--- config.mk ---
export PLATFORM = sky130hd
export DESIGN_NAME = panel_in_cond_flat
export DESIGN_NICKNAME = d
export VERILOG_FILES = /design/src/rtl/panel_in_pkg.sv /design/src/rtl/panel_in_cond_if.sv /design/src/rtl/panel_in_cond_sync_2ff.sv /design/src/rtl/panel_in_cond.sv /design/src/flat_wrapper.sv
export SDC_FILE = /design/constraint.sdc
export NUM_CORES = 1
export LEC_CHECK = 0
export ABC_AREA = 1
export BUFFER_PORTS_ARGS = -buffer_cell sky130_fd_sc_hd__buf_2
export CAP_MARGIN = 20
export CORE_MARGIN = 5
export CORE_UTILIZATION = 50
export DETAILED_ROUTE_END_ITERATION = 8
export PLACE_DENSITY = 0.71
export SYNTH_ARGS = -nofsm -noshare
export SYNTH_HDL_FRONTEND = slang
export SYNTH_HIERARCHICAL = 1
export SYNTH_SLANG_ARGS = --single-unit
--- constraint.sdc ---
create_clock -name clock -period 3.51 [get_ports clock]
set_clock_uncertainty 0.05 [all_clocks]
set_input_delay 0.702 -clock clock [delete_from_list [all_inputs] [get_ports clock]]
set_output_delay 0.702 -clock clock [all_outputs]
set_load 0.02 [all_outputs]
--- src/rtl/panel_in_pkg.sv ---
// Front-panel input conditioner: shared types and defaults.
// Button FSM encodings and the default debounce depth.
package panel_in_pkg;

  localparam int DEBOUNCE_CNT_DEF = 1_000_000;
  localparam int SW_W_DEF = 4;

  typedef enum logic [1:0] {
    IDLE         = 2'd0,
    PRESS_WAIT   = 2'd1,
    HELD         = 2'd2,
    RELEASE_WAIT = 2'd3
  } btn_state_e;

  typedef struct packed {
    logic pulse;
    logic level;
  } btn_out_t;

endpackage

--- src/rtl/panel_in_cond_if.sv ---
// Front-panel bundle: raw button/switches in, conditioned strobes out.
// master drives the raw inputs; slave is the conditioner.
interface panel_in_cond_if #(
  parameter int SW_W = 4
) ();

  logic            btn;
  logic [SW_W-1:0] sw;
  logic            btn_pulse;
  logic            btn_level;
  logic [SW_W-1:0] sw_stable;
  logic            sw_changed;

  modport master (
    output btn,
    output sw,
    input  btn_pulse,
    input  btn_level,
    input  sw_stable,
    input  sw_changed
  );

  modport slave (
    input  btn,
    input  sw,
    output btn_pulse,
    output btn_level,
    output sw_stable,
    output sw_changed
  );

endinterface

--- src/rtl/panel_in_cond_sync_2ff.sv ---
// Two-flop synchroniser for asynchronous panel inputs.
// Both stages clear on reset so the bus starts at zero.
module sync_2ff #(
  parameter int W = 1
) (
  input  logic         clock,
  input  logic         reset,
  input  logic [W-1:0] d,
  output logic [W-1:0] q
);

  logic [W-1:0] meta;

  always_ff @(posedge clock or posedge reset) begin
    if (reset) begin
      meta <= '0;
      q    <= '0;
    end else begin
      meta <= d;
      q    <= meta;
    end
  end

endmodule

--- src/rtl/panel_in_cond.sv ---
// Push-button and slide-switch conditioner feeding the SRAM control FSM.
// Synchronises, debounces, and emits one-cycle press/change strobes.
module panel_in_cond
  import panel_in_pkg::*;
#(
  parameter int DEBOUNCE_CNT = DEBOUNCE_CNT_DEF,
  parameter int SW_W = SW_W_DEF
) (
  input logic            clock,
  input logic            reset,
  panel_in_cond_if.slave bus
);

  localparam int CNT_W = $clog2(DEBOUNCE_CNT);
  localparam logic [CNT_W-1:0] CNT_MAX =
    CNT_W'(DEBOUNCE_CNT - 1);
  localparam logic [CNT_W-1:0] CNT_ONE = CNT_W'(1);

  logic            btn_s;
  logic [SW_W-1:0] sw_s;

  sync_2ff #(.W(1)) u_btn_sync (
    .clock (clock),
    .reset (reset),
    .d     (bus.btn),
    .q     (btn_s)
  );

  sync_2ff #(.W(SW_W)) u_sw_sync (
    .clock (clock),
    .reset (reset),
    .d     (bus.sw),
    .q     (sw_s)
  );

  btn_state_e     state_q, state_d;
  logic [CNT_W-1:0] bcnt_q, bcnt_d;
  btn_out_t       bout_q, bout_d;

  always_ff @(posedge clock or posedge reset) begin
    if (reset) begin
      state_q <= IDLE;
      bcnt_q  <= '0;
      bout_q  <= '0;
    end else begin
      state_q <= state_d;
      bcnt_q  <= bcnt_d;
      bout_q  <= bout_d;
    end
  end

  // Pulse defaults low so it lives exactly one cycle after HELD entry.
  always_comb begin
    state_d     = state_q;
    bcnt_d      = bcnt_q;
    bout_d      = bout_q;
    bout_d.pulse = 1'b0;
    unique case (state_q)
      IDLE: begin
        if (btn_s) begin
          state_d = PRESS_WAIT;
          bcnt_d  = '0;
        end
      end
      PRESS_WAIT: begin
        if (!btn_s) begin
          state_d = IDLE;
        end else if (bcnt_q == CNT_MAX) begin
          state_d      = HELD;
          bout_d.level = 1'b1;
          bout_d.pulse = 1'b1;
        end else begin
          bcnt_d = bcnt_q + CNT_ONE;
        end
      end
      HELD: begin
        if (!btn_s) begin
          state_d = RELEASE_WAIT;
          bcnt_d  = '0;
        end
      end
      RELEASE_WAIT: begin
        if (btn_s) begin
          state_d = HELD;
        end else if (bcnt_q == CNT_MAX) begin
          state_d      = IDLE;
          bout_d.level = 1'b0;
        end else begin
          bcnt_d = bcnt_q + CNT_ONE;
        end
      end
      default: begin
        state_d = IDLE;
      end
    endcase
  end

  logic [SW_W-1:0]  sw_cand;
  logic [SW_W-1:0]  sw_stable_q;
  logic [CNT_W-1:0] scnt;
  logic             sw_changed_q;

  // Any bit change restarts the window; counter saturates at the limit.
  always_ff @(posedge clock or posedge reset) begin
    if (reset) begin
      sw_cand      <= '0;
      sw_stable_q  <= '0;
      scnt         <= '0;
      sw_changed_q <= 1'b0;
    end else begin
      sw_changed_q <= 1'b0;
      if (sw_s != sw_cand) begin
        sw_cand <= sw_s;
        scnt    <= '0;
      end else if (scnt == CNT_MAX) begin
        if (sw_cand != sw_stable_q) begin
          sw_stable_q  <= sw_cand;
          sw_changed_q <= 1'b1;
        end
      end else begin
        scnt <= scnt + CNT_ONE;
      end
    end
  end

  assign bus.btn_pulse  = bout_q.pulse;
  assign bus.btn_level  = bout_q.level;
  assign bus.sw_stable  = sw_stable_q;
  assign bus.sw_changed = sw_changed_q;

endmodule

--- src/flat_wrapper.sv ---
// flat-port wrapper written by rule: the top's interface ports become plain ports
module panel_in_cond_flat import panel_in_pkg::*;
#(
  parameter int DEBOUNCE_CNT = DEBOUNCE_CNT_DEF,
  parameter int SW_W = SW_W_DEF
)
  (clock, reset, bus_btn, bus_sw, bus_btn_pulse, bus_btn_level, bus_sw_stable, bus_sw_changed);
  panel_in_cond_if #(.SW_W(SW_W)) bus_i ();
  input logic clock;
  input logic reset;
  input wire logic [$bits(bus_i.btn)-1:0] bus_btn;
  input wire logic [$bits(bus_i.sw)-1:0] bus_sw;
  output wire logic [$bits(bus_i.btn_pulse)-1:0] bus_btn_pulse;
  output wire logic [$bits(bus_i.btn_level)-1:0] bus_btn_level;
  output wire logic [$bits(bus_i.sw_stable)-1:0] bus_sw_stable;
  output wire logic [$bits(bus_i.sw_changed)-1:0] bus_sw_changed;
  assign bus_i.btn = bus_btn;
  assign bus_i.sw = bus_sw;
  assign bus_btn_pulse = bus_i.btn_pulse;
  assign bus_btn_level = bus_i.btn_level;
  assign bus_sw_stable = bus_i.sw_stable;
  assign bus_sw_changed = bus_i.sw_changed;
  panel_in_cond #(.DEBOUNCE_CNT(DEBOUNCE_CNT), .SW_W(SW_W)) u_core (.clock(clock), .reset(reset), .bus(bus_i));
endmodule
# Word level (Yosys, flattened, before mapping)
# Index checks and enable logic that the tools add are counted.
# Widths: inputs -> output; s select.
[word_totals]
elab_cells = 61
inputBits = 7
out_inout_bits = 7
register_bits = 63
[classes]
n_bitwise = 1
mux = 24
n_eq_ne = 16
n_reduce_logical = 6
n_addsub = 2
[op_table]
columns = ["operator", "count"]
rows = [
  ["$mux 20", 7],
  ["$pmux 20 s4", 1],
  ["$add 20x1->20 const B", 2],
  ["$eq 20x20->1 const B", 2],
  ["$mux 2", 8],
  ["$ne 2x2->1 const B", 4],
  ["$ne 4x4->1", 2],
  ["$pmux 2 s4", 1],
  ["$reduce_and 4->1", 2],
  ["$mux 1", 6],
  ["$ne 2x1->1 const B", 3],
  ["$ne 3x2->1 const B", 2],
  ["$reduce_and 5->1", 1],
  ["$eq 2x2->1 const B", 2],
  ["$reduce_and 3->1", 1],
  ["$eq 2x1->1 const B", 1],
  ["$logic_not 2->1", 1],
  ["$pmux 1 s2", 1],
  ["$reduce_bool 2->1", 1],
  ["$not 1->1", 1],
]

# Logic depth before layout (Yosys ltp)
[logic_depth]
ltp_word = 4
depth_mapped = 10
mapped_depth_nobuf = 10

# Modules after synthesis
# The synthesis kept the hierarchy.
[by_module_without_submodules]
columns = ["module", "area_each_um2", "cells_per_inst", "seq_area_each_um2", "instances"]
rows = [
  ["panel_in_cond", 3079.2, 418, 1326.3, 1],
  ["sync_2ff at u_core.u_sw_sync", 203.9, 9, 200.2, 1],
  ["sync_2ff at u_core.u_btn_sync", 53.8, 3, 50.0, 1],
]

# Worst setup path after synthesis
# No wires, ideal clock.
[synth_path]
kind = "register to register"
startpoint = "reg u_core.scnt[0]"
endpoint = "reg u_core.sw_stable_q[0], in the netlist u_core/bus.sw_stable[0]"
path_stages_with_launch = 9
arrival_time_ns = 1.412
n_path_buf = 0
required_ns = 3.343
slack_ns = 1.931
period_less_slack_ns = 1.579
setup_time_ns = 0.117
cell_sequence = "dfrtp_1 ha_1 nand3_1 nor2_1 nand3_2 nor2_4 nand2_2 nand2_1 nand2_1"
[synth_between]
elab_chain_cells = 2
[synth_rtl]
columns = ["element", "line", "rtl"]
rows = [
  ["start, declared", "panel_in_cond.sv:100", "logic [CNT_W-1:0] scnt;"],
  ["start signal, assigned", "panel_in_cond.sv:121", "scnt <= scnt + CNT_ONE;"],
  ["$eq 20x20->1", "panel_in_cond.sv:115", "end else if (scnt == CNT_MAX) begin"],
  ["$reduce_and 3->1 (no line)", "-", ""],
  ["end signal, assigned", "panel_in_cond.sv:117", "sw_stable_q <= sw_cand;"],
  ["end, declared", "panel_in_cond.sv:99", "logic [SW_W-1:0] sw_stable_q;"],
]
# Every way passes these cells.
# A chain may end at the register's enable or synchronous reset.

# Worst setup path in the final report
[layout_path]
startpoint = "reg u_core.bcnt_q[0]"
endpoint = "reg u_core.bcnt_q[14]"
[layout_between]
elab_chain_cells = 4
elab_cells_between_ends = 6
classes_between = "add/sub (1); eq/ne (1); mux (4)"
[layout_rtl]
columns = ["element", "line", "rtl"]
rows = [
  ["start, declared", "panel_in_cond.sv:37", "logic [CNT_W-1:0] bcnt_q, bcnt_d;"],
  ["start signal, assigned", "panel_in_cond.sv:47", "bcnt_q <= bcnt_d;"],
  ["$add 20x1->20 or $eq 20x20->1 (tied branches)", "-", ""],
  ["$mux 20 *", "panel_in_cond.sv:68, panel_in_cond.sv:85", ""],
  ["$mux 20 (on tied branches)", "panel_in_cond.sv:83, panel_in_cond.sv:66", ""],
  ["$pmux 20 s4 *", "panel_in_cond.sv:58", "unique case (state_q)"],
]
# Every way passes the cells marked *; elsewhere a longest branch is shown, timed or not. The select of a mux whose other input is x is not followed.

==> impl_results.md <==
- Yosys cell types: 33
- P&R area growth vs syn: 8.62%
- CP endpoint: u_core/bcnt_q[14]
- Row count: 29
- Syn avg cell area: 7.76 um^2
- Outcome: complete, no violations
- Crit share post-route: 55.5%
- Fin nets: 454
- Maximum clock rate: 514 MHz
- Final Wtd Congestion: 0.888
- Clk buf depth: 2
- Core ar.: 0.00642 mm^2
- Post-Syn Area: 0.00334 mm^2
- Worst path arrival time: 2.11 ns
- Post-synthesis sequential area ratio: 47.2%
- Wire per inst: 11.8 um
- Drt pass-1 iters: 4
- Final HPWL DP: 4570 um
- Gr usage total: 16.3%
- Via count: 2,668
- IO buf count: 13
- Hold Vio Cnt, Final: 0
- Postcts setup bufs: 0
- Setup tns final: 0 ns
- Yosys reg bits: 63
- Pleak: 1.71 nW
- Remaining global-route overflow: 0
- Pin count of the biggest net entering global routing: 43
- Routed Antenna Nets: 0
- H-tree depth: 3
- Max-slew headroom: 54.1%
- First-pass GRT wire length: 11,100 um
- Maximum net fanout on the critical path: 23
- CP startpoint kind: register
- Final setup viols: 0
- Die height: 91.7 um
- Initial Util: 52.0%
- Vias in the first global route: 2,515
- Fin Hold WS: 0.219 ns
- Routed WL: 6200 um
- Layout cells sized above 1: 10.7%
- Maximum vdd drop: 0.000243 V
- Final Max Slew Viols: 0
- CP Launch Point: u_core/bcnt_q[0]
- Critical path class: reg -> reg
- Syn_nets: 439
- Crit end category: register
- Clock Latency Late Sink: 0.33 ns
- Syn. warnings: 6
- Worst R2R Start: u_core/bcnt_q[0]
- Diodes inserted: 0
- Inserted Clock Buffers: 9
- Root Buffer: clkbuf_8
- Clk sinks: 63
- Initial antenna violation count: 0
- Max_cap viols: 0
- FF-to-FF End: u_core/bcnt_q[14]
- CTS Hold Bufs: 0
- R2R depth: 9
- Clk pin slew, worst setup/hold paths: 0.07 ns
- Synth Instances: 430
- Setup slack, reg-to-reg: 1.56 ns
- Die Footprint: 0.00841 mm^2
- Unrepaired setup endpoints after global routing: false
- Min Clock Period, post-route: 1.95 ns
- Residual DRC: 0
- DR vias/cell: 5.07
- Worst Hold Class: in -> async
- First DRT Iteration DRCs: 195
- IO Pins: 14
- Pwr/cell area: 386 mW/mm^2
- Worst-margin pin slew: 0.688 ns
- TritonCTS clock tree: yes
- Post-CTS sizing: 0
- Die Width: 91.7 um
- Req. time, crit path: 3.67 ns
[synth_stat cells]
cell type | n | area [um^2]
nand2_1 | 110 | 413
dfrtp_1 | 63 | 1580
nor2_1 | 59 | 221
inv_1 | 49 | 184
nand3_1 | 37 | 185
xor2_1 | 19 | 166
o21ai_0 | 13 | 65.1
nor3_1 | 11 | 55.1
o21ai_1 | 10 | 50.1
a21oi_1 | 9 | 45.0
nand4_1 | 8 | 50.1
clkbuf_1 | 4 | 15.0
nand2_2 | 4 | 25.0
nand3_2 | 4 | 40.0
nor2_2 | 3 | 18.8
nor2_4 | 3 | 33.8
a31oi_1 | 2 | 12.5
buf_1 | 2 | 7.51
buf_6 | 2 | 22.5
ha_1 | 2 | 25.0
inv_2 | 2 | 7.51
nor4_1 | 2 | 12.5
o211ai_1 | 2 | 15.0
and2_1 | 1 | 6.26
and2_2 | 1 | 7.51
buf_12 | 1 | 20.0
buf_4 | 1 | 7.51
inv_6 | 1 | 8.76
nand3b_1 | 1 | 7.51
nor3_2 | 1 | 10.0
nor3b_1 | 1 | 7.51
or2_2 | 1 | 6.26
xnor2_1 | 1 | 8.76
[worst min-delay path by stage]
stage                        startpoint                endpoint
6_report                          reset  u_core/u_btn_sync/meta
4_1_cts                           reset  u_core/u_btn_sync/meta
2_1_floorplan    u_core/u_btn_sync/meta     u_core/u_btn_sync/q
5_1_grt                           reset  u_core/u_btn_sync/meta
3_5_place_dp     u_core/u_btn_sync/meta     u_core/u_btn_sync/q
3_3_place_gp   u_core/u_sw_sync/meta[1]   u_core/u_sw_sync/q[1]
[layout make-up]
class                   instances  area [um^2]
inverters                      52          200
clock inverters                 4         47.5
clock buffers                  11          131
multi-input cells             305         1490
flip-flops and latches         63         1580
fillers                       591         2800
well taps                      77         96.3
repair buffers                 14         85.1
[where the power goes]
group          switching [W]  leakage, nW  internal [W]
combinational      0.0000385        0.773     0.0000159
sequential         0.0000149        0.843      0.000739
clock               0.000269       0.0892      0.000322
total               0.000322         1.71       0.00108
[placed cells by master, fill, tap and decap left out, drive strengths merged]
| cell type | Yosys | layout |
|---|---|---|
| or2 | 1 | 1 |
| a31oi | 2 | 2 |
| buf | 6 | 14 |
| nand3 | 41 | 41 |
| nor3b | 1 | 1 |
| o21ai | 23 | 23 |
| nor2 | 65 | 65 |
| a21oi | 9 | 9 |
| nor4 | 2 | 2 |
| clkbuf | 4 | 11 |
| bufinv | 0 | 1 |
| and2 | 2 | 2 |
| nand3b | 1 | 1 |
| inv | 52 | 52 |
| ha | 2 | 2 |
| xor2 | 19 | 19 |
| clkinv | 0 | 2 |
| o211ai | 2 | 2 |
| clkinvlp | 0 | 1 |
| nand4 | 8 | 8 |
| dfrtp | 63 | 63 |
| nor3 | 12 | 12 |
| nand2 | 114 | 114 |
| xnor2 | 1 | 1 |
[worst max-delay path, cell delays in order (launching register included)]
cell and delay, ns:
dfrtp_1 0.42, ha_1 0.28, nand3_2 0.14, nor2_2 0.06
nand3_2 0.08, nor2_4 0.05, nor2_4 0.43, inv_6 0.15
nand2_1 0.09, o21ai_0 0.07
[per-stage QoR]
step / cells / cell area, um^2 / utilization (%) / total power, W / setup slack (ns)
after floorplan: 430 / 3340 / - / 0.000811 / 1.47
after global placement: 510 / 3430 / 53.3 / 0.000820 / 1.64
after detailed placement: 511 / 3450 / 53.7 / 0.000824 / 1.60
after CTS: 526 / 3620 / 56.4 / 0.00142 / 1.58
after global routing: 526 / 3620 / 56.4 / 0.00146 / 1.43
final: 526 / 3620 / 56.4 / 0.00140 / 1.56
[kinds of logic (layout without fill, tap and decap cells)]
kind of cell / after synthesis / in the layout / share of synthesized area [%]
simple gates: 247 / 247 / 33.0
buf+inv: 62 / 81 / 8.17
xor+xnor: 20 / 20 / 5.25
compound gates: 36 / 36 / 5.62
flops: 63 / 63 / 47.2
fa+ha+maj: 2 / 2 / 0.750
[per-layer routing]
| metal | routed length (um) | vias to the layer above | GRT usage, % |
|---|---|---|---|
| met2 | 2860 | 39 | 25.3 |
| met4 | 86 | 0 | 7.92 |
| li1 | - | 1397 | - |
| met5 | 0 | - | 0 |
| met3 | 234 | 7 | 3.27 |
| met1 | 3020 | 1225 | 22.0 |
[sequential cells by signal (all words and copies together) (netlist names), named ones only]
register / cells
u_core/sw_cand: 4
u_core/bcnt_q: 20
u_core/bus.sw_stable: 4
u_core/bus.btn_level: 1
u_core/state_q: 1
u_core/bus.btn_pulse: 1
u_core/u_btn_sync/q: 1
u_core/u_sw_sync/q: 4
u_core/bus.sw_changed: 1
u_core/u_sw_sync/meta: 4
u_core/u_btn_sync/meta: 1
u_core/scnt: 20
(Power assumes the default switching activity.)
